## config.mk

```make
export PLATFORM = sky130hd
export DESIGN_NAME = axi_ram_init_gate
export DESIGN_NICKNAME = d
export VERILOG_FILES = /design/src/rtl/axi_ram_init_gate_pkg.sv /design/src/rtl/axi_ram_init_gate_err.sv /design/src/rtl/axi_ram_init_gate.sv
export SDC_FILE = /design/constraint.sdc
export NUM_CORES = 1
export LEC_CHECK = 0
export ABC_AREA = 1
export ABC_CLOCK_PERIOD_IN_PS = 7700
export CORE_AREA = 2 2 212 214
export DETAILED_ROUTE_END_ITERATION = 8
export DIE_AREA = 0 0 214 216
export GPL_ROUTABILITY_DRIVEN = 1
export PLACE_DENSITY = 0.48
export SLEW_MARGIN = 20
export SYNTH_ARGS = -nofsm -noshare
export SYNTH_HDL_FRONTEND = slang
export SYNTH_SLANG_ARGS = --single-unit
```

## constraint.sdc

```tcl
create_clock -name clk_core -period 7.7 [get_ports clk_core]
set_input_delay 1.925 -clock clk_core [delete_from_list [all_inputs] [get_ports clk_core]]
set_output_delay 1.925 -clock clk_core [all_outputs]
set_load 0.02 [all_outputs]
```

## src/rtl/axi_ram_init_gate_pkg.sv

```systemverilog
// axi_ram_init_gate_pkg: gate state encoding, error-responder write phases, SLVERR code and counter width
package axi_ram_init_gate_pkg;
  typedef enum logic [1:0] {WAIT_INIT = 2'b00, RUN = 2'b01, ERROR = 2'b10} gate_state_t;
  typedef enum logic [1:0] {W_IDLE = 2'b00, W_DATA = 2'b01, W_RESP = 2'b10} wr_phase_t;
  localparam logic [1:0] RESP_SLVERR = 2'b10;
  localparam int CNT_W = 8;
endpackage

```

## src/rtl/axi_ram_init_gate_err.sv

```systemverilog
// axi_err_slave: local AXI4 responder answering one read and one write burst at a time with SLVERR
module axi_err_slave
  import axi_ram_init_gate_pkg::*;
#(
  parameter int ID_WIDTH   = 6,
  parameter int DATA_WIDTH = 64
) (
  input  logic                  clk_core,
  input  logic                  rst_core,
  input  logic                  en,
  input  logic [ID_WIDTH-1:0]   s_arid,
  input  logic [7:0]            s_arlen,
  input  logic                  s_arvalid,
  output logic                  s_arready,
  output logic [ID_WIDTH-1:0]   s_rid,
  output logic [DATA_WIDTH-1:0] s_rdata,
  output logic [1:0]            s_rresp,
  output logic                  s_rlast,
  output logic                  s_rvalid,
  input  logic                  s_rready,
  input  logic [ID_WIDTH-1:0]   s_awid,
  input  logic                  s_awvalid,
  output logic                  s_awready,
  input  logic                  s_wlast,
  input  logic                  s_wvalid,
  output logic                  s_wready,
  output logic [ID_WIDTH-1:0]   s_bid,
  output logic [1:0]            s_bresp,
  output logic                  s_bvalid,
  input  logic                  s_bready
);
  logic                rd_busy;
  logic [7:0]          rd_left;
  logic [ID_WIDTH-1:0] rd_id;
  logic [ID_WIDTH-1:0] wr_id;
  wr_phase_t           wr_phase;

  assign s_arready = en && !rd_busy;
  assign s_rvalid  = en && rd_busy;
  assign s_rid     = rd_id;
  assign s_rdata   = '0;
  assign s_rresp   = RESP_SLVERR;
  assign s_rlast   = rd_busy && rd_left == 8'd0;
  assign s_awready = en && wr_phase == W_IDLE;
  assign s_wready  = en && wr_phase == W_DATA;
  assign s_bvalid  = en && wr_phase == W_RESP;
  assign s_bid     = wr_id;
  assign s_bresp   = RESP_SLVERR;

  always_ff @(posedge clk_core) begin
    if (rst_core) begin
      rd_busy  <= 1'b0;
      rd_left  <= '0;
      rd_id    <= '0;
      wr_id    <= '0;
      wr_phase <= W_IDLE;
    end else begin
      if (s_arvalid && s_arready) begin
        rd_busy <= 1'b1;
        rd_left <= s_arlen;
        rd_id   <= s_arid;
      end else if (s_rvalid && s_rready) begin
        rd_busy <= rd_left != 8'd0;
        rd_left <= rd_left - 8'd1;
      end
      if (s_awvalid && s_awready) begin
        wr_phase <= W_DATA;
        wr_id    <= s_awid;
      end else if (s_wvalid && s_wready && s_wlast) begin
        wr_phase <= W_RESP;
      end else if (s_bvalid && s_bready) begin
        wr_phase <= W_IDLE;
      end
    end
  end
endmodule

```

## src/rtl/axi_ram_init_gate.sv

```systemverilog
// axi_ram_init_gate: holds AXI off until DRAM init, caps outstanding bursts in RUN, answers SLVERR on init failure (INIT_TIMEOUT_EN adds an init timeout)
module axi_ram_init_gate
  import axi_ram_init_gate_pkg::*;
#(
  parameter int          ID_WIDTH       = 6,
  parameter int          ADDR_WIDTH     = 32,
  parameter int          DATA_WIDTH     = 64,
  parameter int          MAX_OUT        = 15,
  parameter logic [31:0] TIMEOUT_CYCLES = 32'd100_000_000
) (
  input  logic                    clk_core,
  input  logic                    rst_core,
  input  logic                    i_ram_init_done,
  input  logic                    i_ram_init_error,
  input  logic [ID_WIDTH-1:0]     s_awid,
  input  logic [ADDR_WIDTH-1:0]   s_awaddr,
  input  logic [7:0]              s_awlen,
  input  logic [2:0]              s_awsize,
  input  logic [1:0]              s_awburst,
  input  logic                    s_awvalid,
  output logic                    s_awready,
  input  logic [DATA_WIDTH-1:0]   s_wdata,
  input  logic [DATA_WIDTH/8-1:0] s_wstrb,
  input  logic                    s_wlast,
  input  logic                    s_wvalid,
  output logic                    s_wready,
  output logic [ID_WIDTH-1:0]     s_bid,
  output logic [1:0]              s_bresp,
  output logic                    s_bvalid,
  input  logic                    s_bready,
  input  logic [ID_WIDTH-1:0]     s_arid,
  input  logic [ADDR_WIDTH-1:0]   s_araddr,
  input  logic [7:0]              s_arlen,
  input  logic [2:0]              s_arsize,
  input  logic [1:0]              s_arburst,
  input  logic                    s_arvalid,
  output logic                    s_arready,
  output logic [ID_WIDTH-1:0]     s_rid,
  output logic [DATA_WIDTH-1:0]   s_rdata,
  output logic [1:0]              s_rresp,
  output logic                    s_rlast,
  output logic                    s_rvalid,
  input  logic                    s_rready,
  output logic [ID_WIDTH-1:0]     m_awid,
  output logic [ADDR_WIDTH-1:0]   m_awaddr,
  output logic [7:0]              m_awlen,
  output logic [2:0]              m_awsize,
  output logic [1:0]              m_awburst,
  output logic                    m_awvalid,
  input  logic                    m_awready,
  output logic [DATA_WIDTH-1:0]   m_wdata,
  output logic [DATA_WIDTH/8-1:0] m_wstrb,
  output logic                    m_wlast,
  output logic                    m_wvalid,
  input  logic                    m_wready,
  input  logic [ID_WIDTH-1:0]     m_bid,
  input  logic [1:0]              m_bresp,
  input  logic                    m_bvalid,
  output logic                    m_bready,
  output logic [ID_WIDTH-1:0]     m_arid,
  output logic [ADDR_WIDTH-1:0]   m_araddr,
  output logic [7:0]              m_arlen,
  output logic [2:0]              m_arsize,
  output logic [1:0]              m_arburst,
  output logic                    m_arvalid,
  input  logic                    m_arready,
  input  logic [ID_WIDTH-1:0]     m_rid,
  input  logic [DATA_WIDTH-1:0]   m_rdata,
  input  logic [1:0]              m_rresp,
  input  logic                    m_rlast,
  input  logic                    m_rvalid,
  output logic                    m_rready,
  output logic [1:0]              o_state,
  output logic                    o_timeout
);
  gate_state_t           state;
  logic [CNT_W-1:0]      rd_cnt;
  logic [CNT_W-1:0]      wr_cnt;
  logic                  run;
  logic                  err;
  logic                  rd_full;
  logic                  wr_full;
  logic                  ar_hs;
  logic                  r_end;
  logic                  aw_hs;
  logic                  b_end;
  logic                  e_arready;
  logic [ID_WIDTH-1:0]   e_rid;
  logic [DATA_WIDTH-1:0] e_rdata;
  logic [1:0]            e_rresp;
  logic                  e_rlast;
  logic                  e_rvalid;
  logic                  e_awready;
  logic                  e_wready;
  logic [ID_WIDTH-1:0]   e_bid;
  logic [1:0]            e_bresp;
  logic                  e_bvalid;

  assign run     = state == RUN && !rst_core;
  assign err     = state == ERROR && !rst_core;
  assign rd_full = rd_cnt == CNT_W'(MAX_OUT);
  assign wr_full = wr_cnt == CNT_W'(MAX_OUT);
  assign ar_hs   = m_arvalid && m_arready;
  assign r_end   = m_rvalid && m_rready && m_rlast;
  assign aw_hs   = m_awvalid && m_awready;
  assign b_end   = m_bvalid && m_bready;

  assign m_awid    = s_awid;
  assign m_awaddr  = s_awaddr;
  assign m_awlen   = s_awlen;
  assign m_awsize  = s_awsize;
  assign m_awburst = s_awburst;
  assign m_awvalid = run && s_awvalid && !wr_full;
  assign s_awready = run ? m_awready && !wr_full : e_awready;
  assign m_wdata   = s_wdata;
  assign m_wstrb   = s_wstrb;
  assign m_wlast   = s_wlast;
  assign m_wvalid  = run && s_wvalid;
  assign s_wready  = run ? m_wready : e_wready;
  assign s_bid     = run ? m_bid : e_bid;
  assign s_bresp   = run ? m_bresp : e_bresp;
  assign s_bvalid  = run ? m_bvalid : e_bvalid;
  assign m_bready  = run && s_bready;
  assign m_arid    = s_arid;
  assign m_araddr  = s_araddr;
  assign m_arlen   = s_arlen;
  assign m_arsize  = s_arsize;
  assign m_arburst = s_arburst;
  assign m_arvalid = run && s_arvalid && !rd_full;
  assign s_arready = run ? m_arready && !rd_full : e_arready;
  assign s_rid     = run ? m_rid : e_rid;
  assign s_rdata   = run ? m_rdata : e_rdata;
  assign s_rresp   = run ? m_rresp : e_rresp;
  assign s_rlast   = run ? m_rlast : e_rlast;
  assign s_rvalid  = run ? m_rvalid : e_rvalid;
  assign m_rready  = run && s_rready;
  assign o_state   = state;

`ifdef INIT_TIMEOUT_EN
  logic [31:0] tmo_cnt;
  logic        tmo_flag;
  assign o_timeout = tmo_flag;
`else
  assign o_timeout = 1'b0;
`endif

  always_ff @(posedge clk_core) begin
    if (rst_core) begin
      state  <= WAIT_INIT;
      rd_cnt <= '0;
      wr_cnt <= '0;
`ifdef INIT_TIMEOUT_EN
      tmo_cnt  <= '0;
      tmo_flag <= 1'b0;
`endif
    end else begin
      state  <= state != WAIT_INIT ? state : i_ram_init_error ? ERROR : i_ram_init_done ? RUN : state;
      rd_cnt <= rd_cnt + CNT_W'(ar_hs) - CNT_W'(r_end);
      wr_cnt <= wr_cnt + CNT_W'(aw_hs) - CNT_W'(b_end);
`ifdef INIT_TIMEOUT_EN
      if (state == WAIT_INIT && !i_ram_init_error && !i_ram_init_done) begin
        tmo_cnt <= tmo_cnt + 32'd1;
        if (tmo_cnt == TIMEOUT_CYCLES - 32'd1) begin
          state    <= ERROR;
          tmo_flag <= 1'b1;
        end
      end
`endif
    end
  end

  axi_err_slave #(
    .ID_WIDTH  (ID_WIDTH),
    .DATA_WIDTH(DATA_WIDTH)
  ) u_err (
    .clk_core (clk_core),
    .rst_core (rst_core),
    .en       (err),
    .s_arid   (s_arid),
    .s_arlen  (s_arlen),
    .s_arvalid(s_arvalid),
    .s_arready(e_arready),
    .s_rid    (e_rid),
    .s_rdata  (e_rdata),
    .s_rresp  (e_rresp),
    .s_rlast  (e_rlast),
    .s_rvalid (e_rvalid),
    .s_rready (s_rready),
    .s_awid   (s_awid),
    .s_awvalid(s_awvalid),
    .s_awready(e_awready),
    .s_wlast  (s_wlast),
    .s_wvalid (s_wvalid),
    .s_wready (e_wready),
    .s_bid    (e_bid),
    .s_bresp  (e_bresp),
    .s_bvalid (e_bvalid),
    .s_bready (s_bready)
  );
endmodule

```

# Word level (Yosys, flattened, before mapping)
# Cells that the tools add are included.
# totals
wordCells	83
out_inout_bits	269
in_bits	270
ff_bits	41
# op_classes
bitwise_logic	1
n_eq_ne	6
n_addsub	5
mux	20
n_reduce_logical	42
# ops
op	count
2-to-1 mux 64 bit	1
logical AND 1 bit	28
adder 8 x 1 -> 8 bit	2
equality test 8 x 4 -> 1 bit, second input constant	2
2-to-1 mux 8 bit	2
subtractor 8 x 1 -> 8 bit	2
2-to-1 mux 2 bit	6
2-to-1 mux 6 bit	2
2-to-1 mux 1 bit	9
zero test 8 bit	1
nonzero test 2 bit	4
nonzero test 8 bit	1
subtractor 8 x 1 -> 8 bit, second input constant	1
equality test 2 x 1 -> 1 bit, second input constant	2
equality test 2 bit, second input constant	2
zero test 1 bit	4
nonzero test 3 bit	1
zero test 2 bit	1
AND reduction 2 bit	1
OR reduction 2 bit	1
NOT 1 bit	1

# Logic depth before layout (Yosys ltp)
# Gate-level depths: netlist (run 1).
# depth
depth_word	7
depth_mapped	20
mapped_depth_nobuf	18

# Hierarchy
# From an unflattened synthesis (run 1), not the netlist that was laid out.
# hier_totals
cells_unflattened	875
hier_area_um2	5459.0
# by_module_without_submodules
module	seq_area_each_um2	n_inst	area_each_um2	cells_each
axi_ram_init_gate	360.3	1	3808.7	654
axi_err_slave	460.4	1	1650.3	221

# Least setup slack after synthesis (run 1)
# OpenSTA, ideal clock, no wires.
# synth_path
path_kind	input -> output
from	input rst_core
to	output s_bid[5]
required_ns	5.775
cell_stages	7
path_buffers	3
arrival_time_ns	3.045
path_slack_ns	2.730
path_cell_list	buf_6 > inv_4 > nand2_1 > nor2_2 > buf_4 > buf_4 > o21ai_0
# synth_between
elab_chain_len	3
# synth_lines
element	line	source
from (decl)	axi_ram_init_gate.sv:12	input logic rst_core,
zero test 1 bit	axi_ram_init_gate.sv:99	assign run = state == RUN && !rst_core;
logical AND 1 bit	axi_ram_init_gate.sv:99	
2-to-1 mux 6 bit	axi_ram_init_gate.sv:120	assign s_bid = run ? m_bid : e_bid;
to (decl)	axi_ram_init_gate.sv:27	output logic [ID_WIDTH-1:0] s_bid,
# No other way between the ends.

# Worst setup path in the final report (run 1)
# layout_path
from	input rst_core
to	output s_rdata[54]
# layout_between
elab_chain_len	3
# layout_lines
element	line	source
zero test 1 bit	axi_ram_init_gate.sv:99	
logical AND 1 bit	axi_ram_init_gate.sv:99	
2-to-1 mux 64 bit	axi_ram_init_gate.sv:132	assign s_rdata = run ? m_rdata : e_rdata;
to (decl)	axi_ram_init_gate.sv:39	output logic [DATA_WIDTH-1:0] s_rdata,
# No other way between the ends.

==> results of run 1 <==
synth_stat cells:
master    number
a22o_1         1
inv_2          3
or2_1          2
nor2_4         1
dfxtp_1       41
buf_2          8
inv_1        133
buf_4        178
inv_4          1
nand2_1       80
conb_1         1
nor2_8         1
o21a_1         2
nor3_2         1
nand4_2        2
buf_6          3
o31ai_1        1
o21bai_1       2
a21oi_1       32
o21ai_0       31
ha_1          23
nand2_4        1
fa_1           2
nand2_2        1
nor2_2         1
nand4_1        3
o211ai_1       1
nand3_2        1
nor2_1       122
clkbuf_1       5
nor3_1         4
o21ai_1        1
nand3_1       20
o22ai_1        3
xor2_1         2
registers in the layout, summed over array words and instances (netlist names):
register        cells
u_err.wr_phase      2
u_err.rd_left       8
o_state             2
wr_cnt              8
u_err.s_bid         6
u_err.rd_busy       1
u_err.s_rid         6
rd_cnt              8
worst max-delay path, delay by kind of cell:
family / cells / cell delay [ns]
AND/OR/NAND/NOR: 3 / 0.52
buffers and inverters: 5 / 1.78
worst paths after layout:
check	startpoint	end	slack, ns	cells after the start
worst max-delay path	rst_core	s_rdata[54]	1.53	8
worst min-delay path	u_err.s_rid[0]	u_err.s_rid[0]	0.46	2
worst max register to register	o_state[0]	wr_cnt[6]	4.81	18
worst min register to register	u_err.s_rid[0]	u_err.s_rid[0]	0.46	2
layout make-up:
cell class                      instances  share of cell area (%)
Timing Repair Buffer                  233                    36.6
Clock buffer                            6                    2.20
Tap cell                              592                    11.7
Inverter                              137                    8.17
Multi-Input combinational cell        342                    27.7
Sequential cell                        41                    13.0
Clock inverter                          2                   0.594
power breakdown:
| part | internal [W] | total (W) | leakage [nW] | switching [W] |
|---|---|---|---|---|
| combinational | 0.000169 | 0.000365 | 2.28 | 0.000195 |
| sequential | 0.000237 | 0.000249 | 0.335 | 0.0000116 |
| clock | 0.000162 | 0.000260 | 0.0831 | 0.0000978 |
cells by family after synthesis:
kind of cell             count (synthesis)
AO/OA/AOI/OAI                           74
AND/OR/NAND/NOR                        240
other                                    1
buffers and inverters                  331
flip-flops                              41
adder cells (fa/ha/maj)                 25
XOR/XNOR                                 2
per-layer routing:
metal	up-vias	wire [um]
met2	309	8320
li1	2051	-
met3	74	2380
met1	1796	5510
met5	-	51
met4	2	1100
stage by stage:
step	utilization (%)	instances	hold slack, ns
CTS	14.4	1353	0.456
detailed placement	14.0	1345	0.446
global route	14.4	1353	0.484
finish	14.4	1353	0.460
floorplan	-	714	0.424
global placement	14.0	1345	0.445
==> results.py, run 1 <==
metrics = {
    "outcome": {
        "status": "finished clean",
    },
    "synth": {
        "synthMuxAreaShare_pct": 0,
        "postSynthCellCount": 714,
        "netlist.area_leader.share_pct": 29.6,
        "syn_nets": 1009,
        "yosysUniqueCellTypes": 35,
        "synth_seq_cells": 41,
        "synth_xor_area_share_pct": 0.388,
        "yosys.area.top_type": "buf_4",
        "avgSynthCellArea_um2": 6.33,
        "synth-seq-area-share_pct": 18.2,
        "yosys_warnings": 0,
        "synth-compound-area-share_pct": 8.70,
        "synth-simple-area-share_pct": 22.3,
        "synthAdderAreaFrac_pct": 7.26,
        "synth_area_leaders": "buf_4 (30%), dfxtp_1 (18%), inv_1 (11%), nor2_1 (10%), nand2_1 (6.6%)",
        "syn-cell-area_um2": 4520,
        "synth_top_family_by_area": "buffers and inverters",
    },
    "cts": {
        "cts_buffer_depth": 2,
        "path_clk_slew_ns": 0.06,
        "cts_resized": 0,
        "cts_buffers": 5,
        "tritoncts": "yes",
        "htree_levels": 2,
        "cts.sinks": 41,
        "insertion_delay_ns": 0.30,
        "cts_root_buf": "clkbuf_16",
        "cts_setup_buffers": 0,
        "ctsHoldBuffers": 0,
    },
    "run": {
        "drv_cap": 0,
    },
    "sta": {
        "max_freq_ghz": 0.162,
        "finalSetupViolCount": 0,
        "worstMarginPinSlew_ns": 0.638,
        "setup_slack_ns": 1.53,
        "post-route-min-period_ns": 6.17,
        "rsz0062_at_grt": "no",
        "fin_crit_sh_pct": 80.2,
        "fin_setup_tns_ns": 0,
        "slew_headroom_pct": 57.3,
        "drv_slew": 0,
        "final_hold_viol_count": 0,
        "finalClockSkew_ns": 0.00646,
    },
    "route": {
        "drt_iter0_drc": 135,
        "vias": 4232,
        "first_pass_iters": 4,
        "drt-wirelength-per-cell_um": 12.8,
        "ant_nets": 0,
        "drcViolationCount": 0,
        "vias_per_cell": 3.13,
        "wl_um": 17400,
    },
    "setup_path": {
        "crit_path_max_fanout": 38,
        "cpMaxStageDelayCell": "clkdlybuf4s50_1",
        "crit_path_end_kind": "output pin",
        "crit_required_ns": 5.78,
        "cp.arrival_ns": 4.25,
        "path_cells": "clkdlybuf4s50_1, inv_4, nand2_1, nor2_2, inv_2, buf_4, nor2_1, clkdlybuf4s50_1",
        "cpMostUsedCell": "clkdlybuf4s50_1",
        "critical_path_class": "primary input to output pin",
        "cp_slowest_stage_delay_ns": 0.64,
        "worstSetupStartpointType": "primary input",
    },
    "placement": {
        "place.gp.congestion": 0.852,
        "numPortBuffers": 229,
        "dp_slack_ns": 1.46,
        "dpl_cell_area_um2": 6150,
        "detailed_place_hpwl_um": 14800,
    },
    "cells_and_area": {
        "layout_common_cells": "clkdlybuf4s50_1 (227), inv_1 (133), nor2_1 (122)",
        "final_common_cell": "clkdlybuf4s50_1",
        "num_antenna_cells": 0,
        "multiInputGateArea_um2": 1750,
        "nFillCells": 5030,
        "register_area_um2": 821,
        "nNetsFinal": 1055,
        "drive_gt1_share_pct": 3.55,
        "area_growth_pct": 40.0,
        "postLayoutCellArea_um2": 6320,
    },
    "floorplan": {
        "rows": 77,
        "die_h_um": 216,
        "fp.coreArea_um2": 43800,
        "die_w_um": 214,
        "die_area_um2": 46200,
        "initial_core_util_pct": 10.3,
        "io_pins": 539,
    },
    "global_routing": {
        "grt_pass1_vias": 4263,
        "antenna_found_initial": 0,
        "met1_usage_pct": 6.23,
        "busiest_layer": "met2",
        "use_met2_pct": 12.8,
        "grt_usage_pct": 7.31,
        "grt_pass1_wl_um": 25100,
        "grt.overflow.total": 0,
        "grt_max_degree": 39,
        "grtUsageMet3_pct": 4.06,
    },
    "power": {
        "design_power_total_w": 0.000873,
        "p_per_area_nw_per_um2": 138,
        "leakage_nw": 2.70,
        "vdd_drop_max_uv": 79.8,
    },
    "min_path": {
        "hold_class": "register to register",
    },
}
Power figures use the tool's default switching activity.
==> run 2: changes to the inputs <==
--- a/config.mk
+++ b/config.mk
@@ -6,12 +6,12 @@
 export NUM_CORES = 1
 export LEC_CHECK = 0
 export ABC_AREA = 1
-export ABC_CLOCK_PERIOD_IN_PS = 7700
-export CORE_AREA = 2 2 212 214
+export ABC_CLOCK_PERIOD_IN_PS = 5040
+export CORE_AREA = 2 2 207 209
 export DETAILED_ROUTE_END_ITERATION = 8
-export DIE_AREA = 0 0 214 216
+export DIE_AREA = 0 0 209 211
 export GPL_ROUTABILITY_DRIVEN = 1
-export PLACE_DENSITY = 0.48
+export PLACE_DENSITY = 0.51
 export SLEW_MARGIN = 20
 export SYNTH_ARGS = -nofsm -noshare
 export SYNTH_HDL_FRONTEND = slang
==> constraint.sdc (replaced) <==
create_clock -name clk_core -period 5.04 [get_ports clk_core]
set_input_delay 1.26 -clock clk_core [delete_from_list [all_inputs] [get_ports clk_core]]
set_output_delay 1.26 -clock clk_core [all_outputs]
set_load 0.02 [all_outputs]
==> run 2 against run 1 <==
- critical path type unchanged
- hold slack worse by 0.014 ns
- register-to-register slack got worse by 2.7 ns
- non-clock buffer count up 3
- clock skew up 0.0053 ns
- flip-flop and latch count unchanged
- via count grew 1.5%
- clock power grew 31%
- cell area barely moved
- setup slack worse by 1.1 ns
- clock-buffer cell count fell by 1
- utilization increased by 0.73 points
- largest power group unchanged
- combinational power grew 57%
- highest routed layer is now met4
==> results.py, run 2 (synthesized netlist as in run 1, its figures left out) <==
metrics = {
    "route": {
        "vias": 4294,
        "wl_um": 22700,
        "drcViolationCount": 0,
        "ant_nets": 0,
        "vias_per_cell": 3.29,
        "drt-wirelength-per-cell_um": 17.4,
        "first_pass_iters": 4,
        "drt_iter0_drc": 175,
    },
    "floorplan": {
        "rows": 75,
        "die_area_um2": 44100,
        "die_w_um": 209,
        "die_h_um": 211,
        "initial_core_util_pct": 10.8,
        "fp.coreArea_um2": 41800,
        "io_pins": 539,
    },
    "sta": {
        "fin_crit_sh_pct": 92.2,
        "setup_slack_ns": 0.391,
        "finalClockSkew_ns": 0.0118,
        "worstMarginPinSlew_ns": 0.659,
        "finalSetupViolCount": 0,
        "drv_slew": 0,
        "post-route-min-period_ns": 4.65,
        "max_freq_ghz": 0.215,
        "holdWs_ns": 0.447,
        "final_hold_viol_count": 0,
        "slew_headroom_pct": 56.0,
        "rsz0062_at_grt": "no",
        "fin_setup_tns_ns": 0,
    },
    "power": {
        "power_frac_seq_pct": 29.4,
        "clkPwrFrac_pct": 26.3,
        "leakage_nw": 2.76,
        "p_per_area_nw_per_um2": 204,
        "vdd_drop_max_uv": 120,
        "power_switching_w": 0.000481,
        "swShare_pct": 37.2,
        "p_int_w": 0.000812,
        "p_comb_share_pct": 44.2,
    },
    "placement": {
        "placedCellCount": 1295,
        "dp_slack_ns": 0.359,
        "numPortBuffers": 229,
        "dpl_cell_area_um2": 6180,
        "detailed_place_hpwl_um": 19800,
        "place.gp.congestion": 0.810,
    },
    "cts": {
        "htree_levels": 2,
        "insertion_delay_ns": 0.30,
        "path_clk_slew_ns": 0.06,
        "cts_buffers": 5,
        "tritoncts": "yes",
        "cts.sinks": 41,
        "cts_buffer_depth": 2,
        "cts_root_buf": "clkbuf_16",
        "cts_resized": 0,
        "cts_setup_buffers": 0,
        "ctsHoldBuffers": 0,
    },
    "setup_path": {
        "cp-startpoint": "rst_core",
        "r2r_slack_ns": 2.12,
        "worstSetupStartpointType": "primary input",
        "path_cells": "clkdlybuf4s50_1, inv_4, nand2_1, nor2_2, clkinv_2, buf_4, o21ai_0, clkdlybuf4s50_1",
        "rr_startpoint": "o_state[0]",
        "cpMaxStageDelayCell": "clkdlybuf4s50_1",
        "crit_path_end_kind": "output pin",
        "critical_path_class": "primary input to output pin",
        "cpMostUsedCell": "clkdlybuf4s50_1",
        "cp_slowest_stage_delay_ns": 0.64,
        "crit_path_max_fanout": 33,
        "crit_required_ns": 3.78,
        "cp.arrival_ns": 3.39,
    },
    "cells_and_area": {
        "drive_gt1_share_pct": 6.02,
        "postLayoutCellArea_um2": 6330,
        "final_cells": 1304,
        "nNetsFinal": 1058,
        "top_regs": "rd_cnt: 8 flops, u_err.rd_left: 8 flops, wr_cnt: 8 flops",
        "layout_common_cells": "clkdlybuf4s50_1 (211), inv_1 (133), nor2_1 (122)",
        "area_growth_pct": 40.1,
        "final_common_cell": "clkdlybuf4s50_1",
    },
    "global_routing": {
        "grt_pass1_vias": 4266,
        "grt_pass1_wl_um": 30300,
        "antenna_found_initial": 0,
        "grt_max_degree": 44,
        "grt_usage_pct": 9.84,
        "grt.overflow.total": 0,
    },
    "run": {
        "drv_cap": 0,
    },
    "min_path": {
        "min_from": "u_err.s_rid[5]",
        "hold_class": "register to register",
    },
    "outcome": {
        "status": "finished clean",
    },
}
run 2: changes by cell type in the layout (fill, tap and decap cells not counted), sizes merged:
cell,before,now
clkdlybuf4s50,227,211
buf,6,25
bufinv,1,0
diode,0,1
clkinv,0,2
clkbuf,6,5
run 2: critical path: cells and delay by family:
kind	cells	cell delay, ns
AOI/OAI and AO/OA	1	0.19
buffers and inverters	5	1.62
and+or+nand+nor	2	0.31
run 2: layer usage:
layer,track usage (%),up-vias,routed length (um)
li1,-,2060,-
met3,4.61,68,2740
met5,0,-,0
met2,17.4,302,11200
met4,5.67,0,1130
met1,9.39,1864,7660
run 2: final timing paths:
check,end,cells past startpoint
worst max-delay path,s_bvalid,8
worst min-delay path,u_err.s_rid[5],2
worst max register to register,rd_cnt[6],18
worst min register to register,u_err.s_rid[5],2
run 2: power by group through the flow:
stage,clock network [W],logic [W],registers [W]
floorplan,0,0.000523,0.000385
global placement,0,0.000570,0.000388
detailed placement,0,0.000577,0.000388
CTS,0.000359,0.000583,0.000381
global route,0.000370,0.000651,0.000385
finish,0.000340,0.000572,0.000381
run 2: final cells by class:
type / instances / area (um2)
fillers: 4772 / 35400
clock buffers: 5 / 125
repair buffers: 236 / 2410
flip-flops and latches: 41 / 821
clock inverters: 3 / 25.0
diodes: 1 / 2.50
well taps: 539 / 674
multi-input cells: 342 / 1750
inverters: 137 / 518
run 2: metrics by stage:
stage	utilization, %	total power (W)
after floorplan	-	0.000908
after global placement	14.8	0.000958
after detailed placement	14.8	0.000965
after CTS	15.2	0.00132
after global routing	15.2	0.00141
final	15.2	0.00129
